<file path="src/rtl/usb_reg_arbiter.sv">
// Two-requester arbiter in front of the usbHostSlave register port.
// A request is granted in IDLE, runs on the slave port in BUS, and is answered for one cycle in RESP.
module usb_reg_arbiter #(
    parameter logic [7:0] TIMEOUT = 8'd64
) (
    input  logic       clk,
    input  logic       reset,
    input  logic       m0_req,
    input  logic [7:0] m0_addr,
    input  logic [7:0] m0_wdata,
    input  logic       m0_we,
    output logic       m0_ack,
    output logic [7:0] m0_rdata,
    output logic       m0_err,
    input  logic       m1_req,
    input  logic [7:0] m1_addr,
    input  logic [7:0] m1_wdata,
    input  logic       m1_we,
    output logic       m1_ack,
    output logic [7:0] m1_rdata,
    output logic       m1_err,
    output logic [7:0] slv_addr,
    output logic [7:0] slv_wdata,
    output logic       slv_we,
    output logic       slv_strobe,
    input  logic [7:0] slv_rdata,
    input  logic       slv_ack,
    output logic [1:0] dbgState
);

    typedef enum logic [1:0] {
        IDLE = 2'd0,
        BUS  = 2'd1,
        RESP = 2'd2
    } stateT;

    stateT      state, nextState;
    logic [7:0] waitCnt, waitCntNxt;
    logic       owner, ownerNxt;
    logic       lastGrant, lastGrantNxt;
    logic       pickM1, timedOut, busDone;
    logic [7:0] slvAddrNxt, slvWdataNxt;
    logic       slvWeNxt, slvStrobeNxt;
    logic       m0AckNxt, m1AckNxt, m0ErrNxt, m1ErrNxt;
    logic [7:0] m0RdataNxt, m1RdataNxt;
    logic [7:0] respRdata;
    logic       respErr;

    assign dbgState = state;
    assign timedOut = (waitCnt == TIMEOUT - 8'd1);
    // An ack in the final wait cycle still counts as a normal completion.
    assign busDone  = slv_ack || timedOut;
    // lastGrant==1 means m1 was served last, so m0 wins a tie.
    assign pickM1   = m1_req && (!m0_req || !lastGrant);

    always_ff @(posedge clk) begin
        if (reset) begin
            state      <= IDLE;
            waitCnt    <= 8'd0;
            owner      <= 1'b0;
            lastGrant  <= 1'b1;
            slv_addr   <= 8'd0;
            slv_wdata  <= 8'd0;
            slv_we     <= 1'b0;
            slv_strobe <= 1'b0;
            m0_ack     <= 1'b0;
            m0_rdata   <= 8'd0;
            m0_err     <= 1'b0;
            m1_ack     <= 1'b0;
            m1_rdata   <= 8'd0;
            m1_err     <= 1'b0;
        end else begin
            state      <= nextState;
            waitCnt    <= waitCntNxt;
            owner      <= ownerNxt;
            lastGrant  <= lastGrantNxt;
            slv_addr   <= slvAddrNxt;
            slv_wdata  <= slvWdataNxt;
            slv_we     <= slvWeNxt;
            slv_strobe <= slvStrobeNxt;
            m0_ack     <= m0AckNxt;
            m0_rdata   <= m0RdataNxt;
            m0_err     <= m0ErrNxt;
            m1_ack     <= m1AckNxt;
            m1_rdata   <= m1RdataNxt;
            m1_err     <= m1ErrNxt;
        end
    end

    always_comb begin
        nextState = state;
        case (state)
            IDLE:    if (m0_req || m1_req) nextState = BUS;
            BUS:     if (busDone) nextState = RESP;
            RESP:    nextState = IDLE;
            default: nextState = IDLE;
        endcase
    end

    // Next values of every registered output, so outputs never glitch combinationally.
    always_comb begin
        waitCntNxt   = 8'd0;
        ownerNxt     = owner;
        lastGrantNxt = lastGrant;
        slvAddrNxt   = slv_addr;
        slvWdataNxt  = slv_wdata;
        slvWeNxt     = slv_we;
        slvStrobeNxt = (nextState == BUS);
        respRdata    = slv_ack ? slv_rdata : 8'd0;
        respErr      = !slv_ack;
        m0AckNxt     = 1'b0;
        m0RdataNxt   = 8'd0;
        m0ErrNxt     = 1'b0;
        m1AckNxt     = 1'b0;
        m1RdataNxt   = 8'd0;
        m1ErrNxt     = 1'b0;
        case (state)
            IDLE: begin
                if (m0_req || m1_req) begin
                    ownerNxt    = pickM1;
                    slvAddrNxt  = pickM1 ? m1_addr  : m0_addr;
                    slvWdataNxt = pickM1 ? m1_wdata : m0_wdata;
                    slvWeNxt    = pickM1 ? m1_we    : m0_we;
                end
            end
            BUS: begin
                if (busDone) begin
                    if (owner) begin
                        m1AckNxt   = 1'b1;
                        m1RdataNxt = respRdata;
                        m1ErrNxt   = respErr;
                    end else begin
                        m0AckNxt   = 1'b1;
                        m0RdataNxt = respRdata;
                        m0ErrNxt   = respErr;
                    end
                end else begin
                    waitCntNxt = waitCnt + 8'd1;
                end
            end
            RESP: lastGrantNxt = owner;
            default: ;
        endcase
    end

endmodule

</file>
<file path="config.mk">
export PLATFORM = sky130hd
export DESIGN_NAME = usb_reg_arbiter
export DESIGN_NICKNAME = d
export VERILOG_FILES = /design/src/rtl/usb_reg_arbiter.sv
export SDC_FILE = /design/constraint.sdc
export NUM_CORES = 1
export LEC_CHECK = 0
export BUFFER_PORTS_ARGS = -buffer_cell sky130_fd_sc_hd__buf_2
export CORE_ASPECT_RATIO = 0.75
export CORE_UTILIZATION = 30
export CTS_CLUSTER_SIZE = 16
export DETAILED_ROUTE_END_ITERATION = 10
export MAX_ROUTING_LAYER = met4
export PLACE_DENSITY = 0.65
export SYNTH_ARGS = -nofsm -noshare
export SYNTH_HDL_FRONTEND = slang
export SYNTH_SLANG_ARGS = --single-unit
</file>
<file path="constraint.sdc">
create_clock -name clk -period 1.63 [get_ports clk]
set_input_delay 0.163 -clock clk [delete_from_list [all_inputs] [get_ports clk]]
set_output_delay 0.163 -clock clk [all_outputs]
set_load 0.005 [all_outputs]
</file>
==> flow_summary_export.csv <==
group,metric,value,unit
status,status,"finished, final reports clean",
route,via_per_inst,4.58,
clock_network,cts_tree,"done",
clock_network,cts.clk_slew.worst_paths,0.09,ns
cells_and_area,final_nets,335,
synthesis,synth_fp_nets,249,
sta,fmax,671,MHz
worst_setup_path,worst-endpoint-arrival,1.67,ns
sta,period_share,91.4,%
synthesis,yosys_warnings,0,
clock_network,cts_sinks,50,
placed_design,hpwl,3.15,mm
synthesis,synth_cell_types,36,
cells_and_area,area_delta_synth_final,31.7,%
power_and_ir_drop,power,0.00240,W
worst_setup_path,slowest_delay,0.46,ns
cells_and_area,register_area,1000,um2
grt,grt_overflow_total,0,
sta,worst_pin_slew,0.593,ns
synthesis,synth_fa_ha_area_share,0.661,%
worst_setup_path,path_cells,"ha_1, nor3b_1, buf_4, a21o_4, o21ai_0",
cells_and_area,fill_cells,620,
route,wl_per_cell,11.9,um
synthesis,synth_top_family_by_area,"simple AND/OR/NAND/NOR gates",
synthesis,synth_compound_area_share,18.5,%
clock_network,htree_levels,2,
cells_and_area,multi_input_area,823,um2
sta,setup-violations-final,0,
grt,antenna_found_initial,0,
placed_design,place_congestion,0.783,
clock_network,cts-buffers-inserted,5,
sta,drv_slew,0,
synthesis,ys_ff_latch,50,
route,drtAntennaViolNets,0,
power_and_ir_drop,ir_drop,0.000358,V
grt,grt_pass1_vias,1517,
grt,grt_max_degree,22,
sta,period_minus_slack,1.49,ns
die,core-area,5950,um2
route,dr.pass1.iters,4,
synthesis,avgSynthCellArea,9.42,um2
cells_and_area,antenna_cells_inserted,0,
route,drc,0,
route,routed_wl,4.36,mm
clock_network,postCtsSetupRepairBufs,0,
sta,rsz0062_at_grt,"no",
grt,grt_pass1_wl,7.17,mm
synthesis,syn_inst,201,
worst_setup_path,worstSetupPathType,"register to register",
worst_setup_path,required,1.81,ns
synthesis,muxShareOfSynthArea,0,%
die,die_area,6640,um2
clock_network,worstSkewPairLatency,0.29,ns
worst_setup_path,end_kind,"register",
route,drt_iter0_markers,47,
sta,slew_headroom,60.4,%
synthesis,synth-xor-area-share,1.39,%
die,die_h,70.8,um
die,io_pins,87,
die,fp.dieW,93.8,um
clock_network,cts_buffer_depth,2,
die,row_count,24,
clock_network,cts_root_buffer,"clkbuf_8",
power_and_ir_drop,p_leak,1.15,nW
synthesis,async_flop_share,0,%
die,start_util,31.9,%
worst_setup_path,crit_family,"flip-flops",
synthesis,synth_ff_type,"dfxtp_1",
placed_design,portBuffers,86,
clock_network,cts_hold_buffers,0,
job,cap_violations,0,
clock_network,cts-resized-gates,0,
worst_setup_path,slowest_stage,"dfxtp_1",
cells_and_area,drive_gt1_share,37.8,%
route,vias,1677,
power_and_ir_drop,powerDensity,963,nW/um2
synthesis,ys_seq_area_share,52.8,%
synthesis,netlist_area,1890,um2
grt,groute.usage.overall,14.1,%
sta,hold_viol,0,
worst_setup_path,start_kind,"register",
sta,skew,0.00523,ns
synthesis,yosys.area_share.simple,22.9,%
hold_path,hp-class,"input port to register",
worst_setup_path,cp_max_fo,6,
cells_and_area,final_core_util,42.0,%
synthesis,synth_edf_count,0,
sta,fin_setup_tns,0,ns
worst_setup_path,path_buf_inv,1,
[worst register-to-register path: stages, from the launching register on]
cell     delay [ns]
dfxtp_1        0.46
ha_1           0.30
nor3b_1        0.22
buf_4          0.16
a21o_4         0.15
o21ai_0        0.08
[cell usage in the layout (no fill, tap or decap), drive strengths merged, types with 2 or more instances in the layout]
cell    count
nand2      36
a21oi      21
o21ai       4
a21bo       2
nand3       3
and2       17
inv         4
a21o        2
clkinv      2
xor2        2
nor2        9
dfxtp      50
nor2b       2
buf        91
clkbuf      5
a311oi     17
nor3        4
[synth_stat cells (all sizes together), types with 2 or more instances]
cell,instances,area [um2]
dfxtp,50,1000
a311oi,17,149
nand3,3,15.0
a21bo,2,20.0
nand2,36,135
a21o,2,22.5
nor2b,2,12.5
xor2,2,17.5
buf,8,40.0
nor3,4,42.5
and2,17,106
clkbuf,4,15.0
a21oi,21,105
o21ai,4,20.0
inv,4,15.0
nor2,9,46.3
[sequential cells by signal, summed over array words and instances (netlist names), 2 cells and up]
| signal | flops |
|---|---|
| m0_rdata | 8 |
| slv_wdata | 8 |
| slv_addr | 8 |
| waitCnt | 8 |
| m1_rdata | 8 |
| dbgState | 2 |
[where the power goes]
group          total [W]  switching [W]  internal (W)
combinational   0.000359       0.000188      0.000171
clock           0.000707       0.000405      0.000302
sequential       0.00134      0.0000422       0.00130
[final cells by class]
class | instances | share of cell area (%)
clock inverters | 3 | 0.853
repair buffers | 91 | 18.8
inverters | 4 | 0.602
clock buffers | 5 | 2.76
well taps | 78 | 3.91
flip-flops and latches | 50 | 40.1
multi-input cells | 135 | 33.0
[through the flow]
stage	setup slack (ns)	instance area, um2	instances	hold slack (ns)
3_3_place_gp	0.164	2400	358	0.377
6_report	0.140	2490	366	0.0733
3_5_place_dp	0.164	2400	358	0.377
2_1_floorplan	0.176	1890	201	0.257
4_1_cts	0.144	2490	366	0.0620
5_1_grt	0.0277	2490	366	0.0628
[logic make-up after synthesis]
family,count (synthesis)
flops,50
xor+xnor,3
buf+inv,16
fa+ha+maj,1
compound gates,50
simple gates,81
[metal layers]
layer  routed length, um  track usage, %  share of wire (%)
met4                  21            3.08               0.48
met3                 315            3.33                7.2
met5                   0               -                  0
met2                1880            21.4                 43
met1                2150            19.0                 49
[path summary, 6_finish.rpt]
path / slack (ns) / depth (start not counted) / startpoint / end
setup reg to reg: 0.14 / 5 / waitCnt[0]$_SDFF_PP0_ / dbgState[0]$_SDFF_PP0_
setup / recovery: 0.14 / 5 / waitCnt[0]$_SDFF_PP0_ / dbgState[0]$_SDFF_PP0_
hold / removal: 0.07 / 2 / slv_rdata[0] / m1_rdata[0]$_SDFF_PP0_
hold reg to reg: 0.52 / 2 / slv_wdata[2]$_SDFFE_PP0P_ / slv_wdata[2]$_SDFFE_PP0P_
Note: power is estimated with default switching activity, not from simulation.
